**config.mk**
```make
export PLATFORM = sky130hd
export DESIGN_NAME = snake_game_ctrl_flat
export DESIGN_NICKNAME = d
export VERILOG_FILES = /design/src/rtl/snake_game_ctrl_if.sv /design/src/rtl/snake_game_ctrl.sv /design/src/flat_wrapper.sv
export SDC_FILE = /design/constraint.sdc
export NUM_CORES = 1
export LEC_CHECK = 0
export ABC_AREA = 1
export BUFFER_PORTS_ARGS = -buffer_cell sky130_fd_sc_hd__buf_2
export CELL_PAD_IN_SITES_DETAIL_PLACEMENT = 1
export CELL_PAD_IN_SITES_GLOBAL_PLACEMENT = 1
export CORE_ASPECT_RATIO = 0.6
export CORE_MARGIN = 1
export CORE_UTILIZATION = 41
export DETAILED_ROUTE_END_ITERATION = 10
export GPL_TIMING_DRIVEN = 0
export PLACE_DENSITY_LB_ADDON = 0.1
export RECOVER_POWER = 100
export SYNTH_ARGS = -nofsm -noshare
export SYNTH_HDL_FRONTEND = slang
export SYNTH_SLANG_ARGS = --single-unit
```
**constraint.sdc**
```tcl
create_clock -name clk -period 2.3 [get_ports clk]
set_input_delay 0.46 -clock clk [delete_from_list [all_inputs] [get_ports clk]]
set_output_delay 0.46 -clock clk [all_outputs]
set_load 0.02 [all_outputs]
```
**src/rtl/snake_game_ctrl_if.sv**
```systemverilog
// snake_game_ctrl_if: buttons and datapath feedback into the controller,
// game status and head/score outputs back to the datapath and display.
//
// Signalling: there is no valid/ready pair here. Buttons are debounced levels
// and a press is their rising edge. food_hit/self_hit are levels that must
// describe (nxt_x, nxt_y) on the terminal-count edge. move_tick and grow are
// single-cycle pulses, and the head/dir/length/score values in that same cycle
// are already the updated ones.
interface snake_game_ctrl_if;
    logic       start;
    logic       l;
    logic       r;
    logic       u;
    logic       d;
    logic       h;
    logic       food_hit;
    logic       self_hit;
    logic [1:0] state;
    logic [1:0] dir;
    logic [5:0] nxt_x;
    logic [4:0] nxt_y;
    logic [5:0] head_x;
    logic [4:0] head_y;
    logic       move_tick;
    logic       grow;
    logic [4:0] length;
    logic [3:0] score_ones;
    logic [3:0] score_tens;
    logic       game_over;

    // Board/bench side: drives buttons and hit flags, observes game status.
    modport master (
        output start, l, r, u, d, h, food_hit, self_hit,
        input  state, dir, nxt_x, nxt_y, head_x, head_y, move_tick, grow,
        input  length, score_ones, score_tens, game_over
    );

    // Controller side.
    modport slave (
        input  start, l, r, u, d, h, food_hit, self_hit,
        output state, dir, nxt_x, nxt_y, head_x, head_y, move_tick, grow,
        output length, score_ones, score_tens, game_over
    );
endinterface

```
**src/rtl/snake_game_ctrl.sv**
```systemverilog
// snake_game_ctrl: game state machine, movement tick, head position and
// direction, snake length and two-digit BCD score.
module snake_game_ctrl #(
    parameter int GRID_W   = 40,
    parameter int GRID_H   = 30,
    parameter int TICK_DIV = 5_000_000,
    parameter int MAX_LEN  = 16
) (
    input  logic             clk,
    input  logic             rst,
    snake_game_ctrl_if.slave bus
);
    localparam int               CNT_W     = (TICK_DIV > 1) ? $clog2(TICK_DIV) : 1;
    localparam logic [CNT_W-1:0] TICK_LAST = CNT_W'(TICK_DIV - 1);
    localparam logic [5:0]       X_INIT    = 6'(GRID_W / 2);
    localparam logic [4:0]       Y_INIT    = 5'(GRID_H / 2);
    localparam logic [5:0]       X_MAX     = 6'(GRID_W - 1);
    localparam logic [4:0]       Y_MAX     = 5'(GRID_H - 1);
    localparam logic [4:0]       LEN_INIT  = 5'd3;
    localparam logic [4:0]       LEN_MAX   = 5'(MAX_LEN);

    typedef enum logic [1:0] {
        ST_IDLE  = 2'd0,
        ST_RUN   = 2'd1,
        ST_PAUSE = 2'd2,
        ST_OVER  = 2'd3
    } state_t;

    // Opposite directions differ only in bit 0.
    typedef enum logic [1:0] {
        DIR_UP    = 2'd0,
        DIR_DOWN  = 2'd1,
        DIR_LEFT  = 2'd2,
        DIR_RIGHT = 2'd3
    } dir_t;

    state_t           state_q, state_d;
    dir_t             dir_q, dir_d;
    dir_t             pend_q, pend_d;
    logic [5:0]       head_x_q, head_x_d;
    logic [4:0]       head_y_q, head_y_d;
    logic [4:0]       len_q, len_d;
    logic [3:0]       ones_q, ones_d;
    logic [3:0]       tens_q, tens_d;
    logic [CNT_W-1:0] tick_q, tick_d;
    logic             move_tick_q, move_tick_d;
    logic             grow_q, grow_d;

    // Button order: start, h, u, d, l, r.
    logic [5:0]       btn_q;
    logic [5:0]       btn_now;
    logic [5:0]       press;
    logic             press_start;
    logic             press_h;

    dir_t             dir_req;
    logic             dir_req_vld;
    logic [5:0]       nxt_x;
    logic [4:0]       nxt_y;
    logic             wall;

    function automatic logic is_opposite(input logic [1:0] a, input logic [1:0] b);
        return (a[1] == b[1]) && (a[0] != b[0]);
    endfunction

    assign btn_now     = {bus.start, bus.h, bus.u, bus.d, bus.l, bus.r};
    assign press       = btn_now & ~btn_q;
    assign press_start = press[5];
    assign press_h     = press[4];

    // Resolve simultaneous direction presses: up beats down beats left beats right.
    always_comb begin
        dir_req     = DIR_RIGHT;
        dir_req_vld = 1'b1;
        if (press[3])      dir_req = DIR_UP;
        else if (press[2]) dir_req = DIR_DOWN;
        else if (press[1]) dir_req = DIR_LEFT;
        else if (press[0]) dir_req = DIR_RIGHT;
        else               dir_req_vld = 1'b0;
    end

    // Next head for the pending direction; stays on the head when it would leave the grid.
    always_comb begin
        wall  = 1'b0;
        nxt_x = head_x_q;
        nxt_y = head_y_q;
        case (pend_q)
            DIR_UP: begin
                if (head_y_q == 5'd0) wall = 1'b1;
                else                  nxt_y = head_y_q - 5'd1;
            end
            DIR_DOWN: begin
                if (head_y_q >= Y_MAX) wall = 1'b1;
                else                   nxt_y = head_y_q + 5'd1;
            end
            DIR_LEFT: begin
                if (head_x_q == 6'd0) wall = 1'b1;
                else                  nxt_x = head_x_q - 6'd1;
            end
            default: begin
                if (head_x_q >= X_MAX) wall = 1'b1;
                else                   nxt_x = head_x_q + 6'd1;
            end
        endcase
    end

    // Game FSM next state plus all datapath register updates.
    always_comb begin
        state_d     = state_q;
        dir_d       = dir_q;
        pend_d      = pend_q;
        head_x_d    = head_x_q;
        head_y_d    = head_y_q;
        len_d       = len_q;
        ones_d      = ones_q;
        tens_d      = tens_q;
        tick_d      = tick_q;
        move_tick_d = 1'b0;
        grow_d      = 1'b0;
        case (state_q)
            ST_IDLE, ST_OVER: begin
                if (press_start) begin
                    state_d  = ST_RUN;
                    dir_d    = DIR_RIGHT;
                    pend_d   = DIR_RIGHT;
                    head_x_d = X_INIT;
                    head_y_d = Y_INIT;
                    len_d    = LEN_INIT;
                    ones_d   = 4'd0;
                    tens_d   = 4'd0;
                    tick_d   = '0;
                end
            end
            ST_RUN: begin
                if (press_h) begin
                    // Pausing edge is not a counted run cycle, so the tick count is held.
                    state_d = ST_PAUSE;
                end else begin
                    if (tick_q == TICK_LAST) begin
                        tick_d = '0;
                        if (wall || bus.self_hit) begin
                            state_d = ST_OVER;
                        end else begin
                            head_x_d    = nxt_x;
                            head_y_d    = nxt_y;
                            dir_d       = pend_q;
                            move_tick_d = 1'b1;
                            if (bus.food_hit) begin
                                grow_d = 1'b1;
                                if (len_q < LEN_MAX) len_d = len_q + 5'd1;
                                if (!(tens_q == 4'd9 && ones_q == 4'd9)) begin
                                    if (ones_q == 4'd9) begin
                                        ones_d = 4'd0;
                                        tens_d = tens_q + 4'd1;
                                    end else begin
                                        ones_d = ones_q + 4'd1;
                                    end
                                end
                            end
                        end
                    end else begin
                        tick_d = tick_q + 1'b1;
                    end
                    // Compare against the direction committed after this edge so a
                    // press on the move edge cannot reverse the snake into itself.
                    if (dir_req_vld && !is_opposite(dir_req, dir_d)) pend_d = dir_req;
                end
            end
            ST_PAUSE: begin
                if (press_h) state_d = ST_RUN;
            end
            default: state_d = ST_IDLE;
        endcase
    end

    // State and datapath registers with synchronous reset.
    always_ff @(posedge clk) begin
        if (rst) begin
            state_q     <= ST_IDLE;
            dir_q       <= DIR_RIGHT;
            pend_q      <= DIR_RIGHT;
            head_x_q    <= X_INIT;
            head_y_q    <= Y_INIT;
            len_q       <= LEN_INIT;
            ones_q      <= 4'd0;
            tens_q      <= 4'd0;
            tick_q      <= '0;
            move_tick_q <= 1'b0;
            grow_q      <= 1'b0;
            btn_q       <= 6'd0;
        end else begin
            state_q     <= state_d;
            dir_q       <= dir_d;
            pend_q      <= pend_d;
            head_x_q    <= head_x_d;
            head_y_q    <= head_y_d;
            len_q       <= len_d;
            ones_q      <= ones_d;
            tens_q      <= tens_d;
            tick_q      <= tick_d;
            move_tick_q <= move_tick_d;
            grow_q      <= grow_d;
            btn_q       <= btn_now;
        end
    end

    assign bus.state      = state_q;
    assign bus.dir        = dir_q;
    assign bus.nxt_x      = nxt_x;
    assign bus.nxt_y      = nxt_y;
    assign bus.head_x     = head_x_q;
    assign bus.head_y     = head_y_q;
    assign bus.move_tick  = move_tick_q;
    assign bus.grow       = grow_q;
    assign bus.length     = len_q;
    assign bus.score_ones = ones_q;
    assign bus.score_tens = tens_q;
    assign bus.game_over  = (state_q == ST_OVER);
endmodule
```
**src/flat_wrapper.sv**
```systemverilog
// flat-port wrapper written by rule: the top's interface ports become plain ports
module snake_game_ctrl_flat 
#(
    parameter int GRID_W   = 40,
    parameter int GRID_H   = 30,
    parameter int TICK_DIV = 5_000_000,
    parameter int MAX_LEN  = 16
)
  (clk, rst, bus_start, bus_l, bus_r, bus_u, bus_d, bus_h, bus_food_hit, bus_self_hit, bus_state, bus_dir, bus_nxt_x, bus_nxt_y, bus_head_x, bus_head_y, bus_move_tick, bus_grow, bus_length, bus_score_ones, bus_score_tens, bus_game_over);
  snake_game_ctrl_if bus_i ();
  input  logic clk;
  input  logic rst;
  input wire logic [$bits(bus_i.start)-1:0] bus_start;
  input wire logic [$bits(bus_i.l)-1:0] bus_l;
  input wire logic [$bits(bus_i.r)-1:0] bus_r;
  input wire logic [$bits(bus_i.u)-1:0] bus_u;
  input wire logic [$bits(bus_i.d)-1:0] bus_d;
  input wire logic [$bits(bus_i.h)-1:0] bus_h;
  input wire logic [$bits(bus_i.food_hit)-1:0] bus_food_hit;
  input wire logic [$bits(bus_i.self_hit)-1:0] bus_self_hit;
  output wire logic [$bits(bus_i.state)-1:0] bus_state;
  output wire logic [$bits(bus_i.dir)-1:0] bus_dir;
  output wire logic [$bits(bus_i.nxt_x)-1:0] bus_nxt_x;
  output wire logic [$bits(bus_i.nxt_y)-1:0] bus_nxt_y;
  output wire logic [$bits(bus_i.head_x)-1:0] bus_head_x;
  output wire logic [$bits(bus_i.head_y)-1:0] bus_head_y;
  output wire logic [$bits(bus_i.move_tick)-1:0] bus_move_tick;
  output wire logic [$bits(bus_i.grow)-1:0] bus_grow;
  output wire logic [$bits(bus_i.length)-1:0] bus_length;
  output wire logic [$bits(bus_i.score_ones)-1:0] bus_score_ones;
  output wire logic [$bits(bus_i.score_tens)-1:0] bus_score_tens;
  output wire logic [$bits(bus_i.game_over)-1:0] bus_game_over;
  assign bus_i.start = bus_start;
  assign bus_i.l = bus_l;
  assign bus_i.r = bus_r;
  assign bus_i.u = bus_u;
  assign bus_i.d = bus_d;
  assign bus_i.h = bus_h;
  assign bus_i.food_hit = bus_food_hit;
  assign bus_i.self_hit = bus_self_hit;
  assign bus_state = bus_i.state;
  assign bus_dir = bus_i.dir;
  assign bus_nxt_x = bus_i.nxt_x;
  assign bus_nxt_y = bus_i.nxt_y;
  assign bus_head_x = bus_i.head_x;
  assign bus_head_y = bus_i.head_y;
  assign bus_move_tick = bus_i.move_tick;
  assign bus_grow = bus_i.grow;
  assign bus_length = bus_i.length;
  assign bus_score_ones = bus_i.score_ones;
  assign bus_score_tens = bus_i.score_tens;
  assign bus_game_over = bus_i.game_over;
  snake_game_ctrl #(.GRID_W(GRID_W), .GRID_H(GRID_H), .TICK_DIV(TICK_DIV), .MAX_LEN(MAX_LEN)) u_core (.clk(clk), .rst(rst), .bus(bus_i));
endmodule
```
==> results.json <==
{
  "status": "complete, no violations",
  "start_util_pct": 42.4,
  "synth_mux_area_share_pct": 0,
  "pwr-share-comb_pct": 57.8,
  "p_seq_share_pct": 23.5,
  "power.internal_mw": 3.47,
  "syn_inst": 525,
  "hold_violations": 0,
  "cp_max_fo": 8,
  "layout-drive-gt1-share_pct": 25.1,
  "grt_setup_unrepaired": "yes",
  "finalWirelength_um": 11700,
  "synth_top_family_by_area": "simple AND/OR/NAND/NOR gates",
  "slew_headroom_pct": 60.4,
  "crit_type": "flip-flop to output pin",
  "via_per_inst": 5.31,
  "port_buffers": 50,
  "first_pass_iters": 4,
  "clock-root-buffer": "clkbuf_16",
  "setup_tns_ns": 0,
  "slew_viol_final": 0,
  "synth_seq_area_share_pct": 33.7,
  "swShare_pct": 48.1,
  "ir_drop_mv": 0.866,
  "routed-via-count": 3816,
  "worst_slack_ns": 0.0636,
  "gr-total-overflow": 0,
  "cts.clk_slew.worst_paths_ns": 0.05,
  "synth_compound_area_share_pct": 13.9,
  "grt_pass1_vias": 3581,
  "place.gp.congestion": 0.843,
  "clk-insertion-delay-late_ns": 0.33,
  "r2r_setup_slack_ns": 0.16,
  "power_switching_mw": 3.21,
  "cts_sinks": 61,
  "initialDrtViolationCount": 183,
  "synth_cell_type_count": 43,
  "io-pin-count": 52,
  "cts_tree": "done",
  "end_kind": "output pin",
  "core_um2": 8560,
  "synth-seq-cells": 61,
  "synth_warnings": 0,
  "die_h_um": 74.8,
  "areaGrowthSynthToFinish_pct": 28.9,
  "crit_chain": "inv_4 -> ha_1 -> inv_1 -> nor2_2 -> nand2_1 -> nand2_2 -> inv_1 -> o21ai_0 -> o21ai_1 -> buf_4",
  "num_antenna_cells": 0,
  "htree_levels": 3,
  "slowest_delay_ns": 0.34,
  "crit_top_cell": "inv_1",
  "groute.usage.overall_pct": 26.0,
  "syn_nets": 552,
  "die_area_um2": 9240,
  "setup_violations": 0,
  "synth_top_area_share_pct": 33.7,
  "finalNetCount": 630,
  "worst_path_max_delay_cell": "dfxtp_2",
  "cts_made_buffers": 9,
  "synth_area_leaders": "dfxtp_1 34%, nand2_1 9.9%, inv_1 7.3%",
  "avgSynthCellArea_um2": 6.91,
  "powerDensity_nw_per_um2": 1430,
  "synth-simple-area-share_pct": 33.6,
  "min_path_type": "primary input to flip-flop",
  "grt_max_degree": 11,
  "fp.dieW_um": 123,
  "clock_skew_ns": 0.00527,
  "critPathRequiredTime_ns": 1.84,
  "drc_errors": 0,
  "fmaxAchievable_mhz": 447,
  "detail_route.wl_per_cell_um": 16.3,
  "startpoint_type": "flip-flop",
  "antenna_found_initial": 0,
  "cap_violations": 0,
  "clkPwrFrac_pct": 18.7,
  "fin_crit_sh_pct": 97.2,
  "crit_arrival_ns": 1.78,
  "cts_buffer_depth": 2,
  "worst_slew_pin_slew_ns": 0.594,
  "synth-xor-area-share_pct": 3.14,
  "p_total_mw": 6.69,
  "pre_cts_slack_ns": -0.190,
  "fin_hold_ws_ns": 0.350,
  "fin_crit_ns": 2.24,
  "synth_top_area_cell": "dfxtp_1",
  "final_antenna_net_count": 0,
  "synth_fa_ha_area_share_pct": 5.87,
  "row_count": 26,
  "p_leak_nw": 1.95,
  "syn_area_um2": 3630,
  "grt_pass1_wl_um": 18200,
  "dpl.hpwl_um": 8550
}
stage by stage:
step / cell area [um^2] / util (%) / std cells
6_report: 4670 / 54.6 / 718
5_1_grt: 4670 / 54.6 / 718
4_1_cts: 4350 / 50.9 / 705
3_5_place_dp: 4020 / 46.9 / 687
3_3_place_gp: 4020 / 46.9 / 687
2_1_floorplan: 3630 / - / 525
power groups by stage:
| stage | registers (mW) | logic, mW | clock network, mW |
|---|---|---|---|
| 2_1_floorplan | 1.66 | 2.11 | 0 |
| 3_3_place_gp | 1.51 | 3.10 | 0 |
| 3_5_place_dp | 1.53 | 3.21 | 0 |
| 4_1_cts | 1.53 | 3.30 | 1.27 |
| 5_1_grt | 1.61 | 4.25 | 1.31 |
| 6_report | 1.57 | 3.87 | 1.25 |
synth_stat cells, drive strengths merged:
cell / n
buf: 8
xor2: 11
a21o: 1
o311ai: 1
or2: 2
clkbuf: 5
nor3: 21
nand3b: 1
nand2: 102
a21oi: 32
o221ai: 2
clkinv: 1
ha: 17
a211oi: 6
o31ai: 1
nor3b: 5
inv: 77
a22oi: 1
dfxtp: 61
nor4: 4
nand4: 11
nand3: 47
xnor2: 2
o211a: 1
o21a: 1
nor2: 64
o22ai: 2
o211ai: 8
o21bai: 1
o21ai: 29
worst paths after layout:
check / cells past startpoint / startpoint / end
worst max-delay path: 10 / u_core.bus.head_y[1] / bus_nxt_y[1]
worst min-delay path: 3 / bus_r / u_core.btn_q[0]
worst max register to register: 12 / u_core.bus.state[1] / u_core.tick_q[19]
worst min register to register: 1 / u_core.tick_q[19] / u_core.tick_q[19]
state kept, by name (all words and copies together) (netlist names):
name / count
u_core.pend_q: 2
u_core.bus.head_y: 5
u_core.bus.score_ones: 4
u_core.bus.score_tens: 4
u_core.bus.move_tick: 1
u_core.bus.head_x: 6
u_core.btn_q: 6
u_core.bus.grow: 1
u_core.bus.dir: 2
u_core.bus.state: 2
u_core.bus.length: 5
u_core.tick_q: 23
what timing repair did:
| action | 4_1_cts | 5_1_grt |
|---|---|---|
| buffers inserted | 4 | 13 |
| setup endpoints to repair | 29 | 40 |
| hold buffers | 0 | 0 |
| pin swaps | 3 | 15 |
| resized for setup | 19 | 79 |
layout make-up:
cell class | count | area [um^2]
Buffer | 13 | 80.1
Multi-Input combinational cell | 373 | 2260
Inverter | 78 | 305
Clock inverter | 2 | 10.0
Sequential cell | 61 | 1240
Timing Repair Buffer | 67 | 384
Fill cell | 1110 | 3880
Clock buffer | 12 | 256
Tap cell | 112 | 140
routing by layer:
layer,track usage (%),wire length [um],up-vias
met5,0,0,-
met4,6.43,79,0
met3,5.68,664,10
met2,38.0,5050,82
met1,38.6,5950,1838
li1,-,-,1886
placed cells by master (no fill, tap or decap), types with 18 or more instances in the layout:
cell type  Yosys  routed
a21oi_1       32      32
buf_2          7      28
buf_4          1      26
clkbuf_1       5      21
dfxtp_1       61      52
inv_1         71      66
nand2_1       96      88
nand3_1       45      42
nor2_1        56      47
nor3_1        21      18
o21ai_0       26      18
critical path: cells and delay by family (launching register included):
kind                       cells  cell delay (ns)
AOI/OAI and AO/OA              2             0.26
adders and majority gates      1             0.17
buffers and inverters          4             0.40
DFF                            1             0.34
and+or+nand+nor                3             0.28
cells by family after synthesis:
family | Yosys count
fa+ha+maj | 17
flops | 61
xor+xnor | 13
simple gates | 257
buf+inv | 91
compound gates | 86
Power figures use the tool's default switching activity.
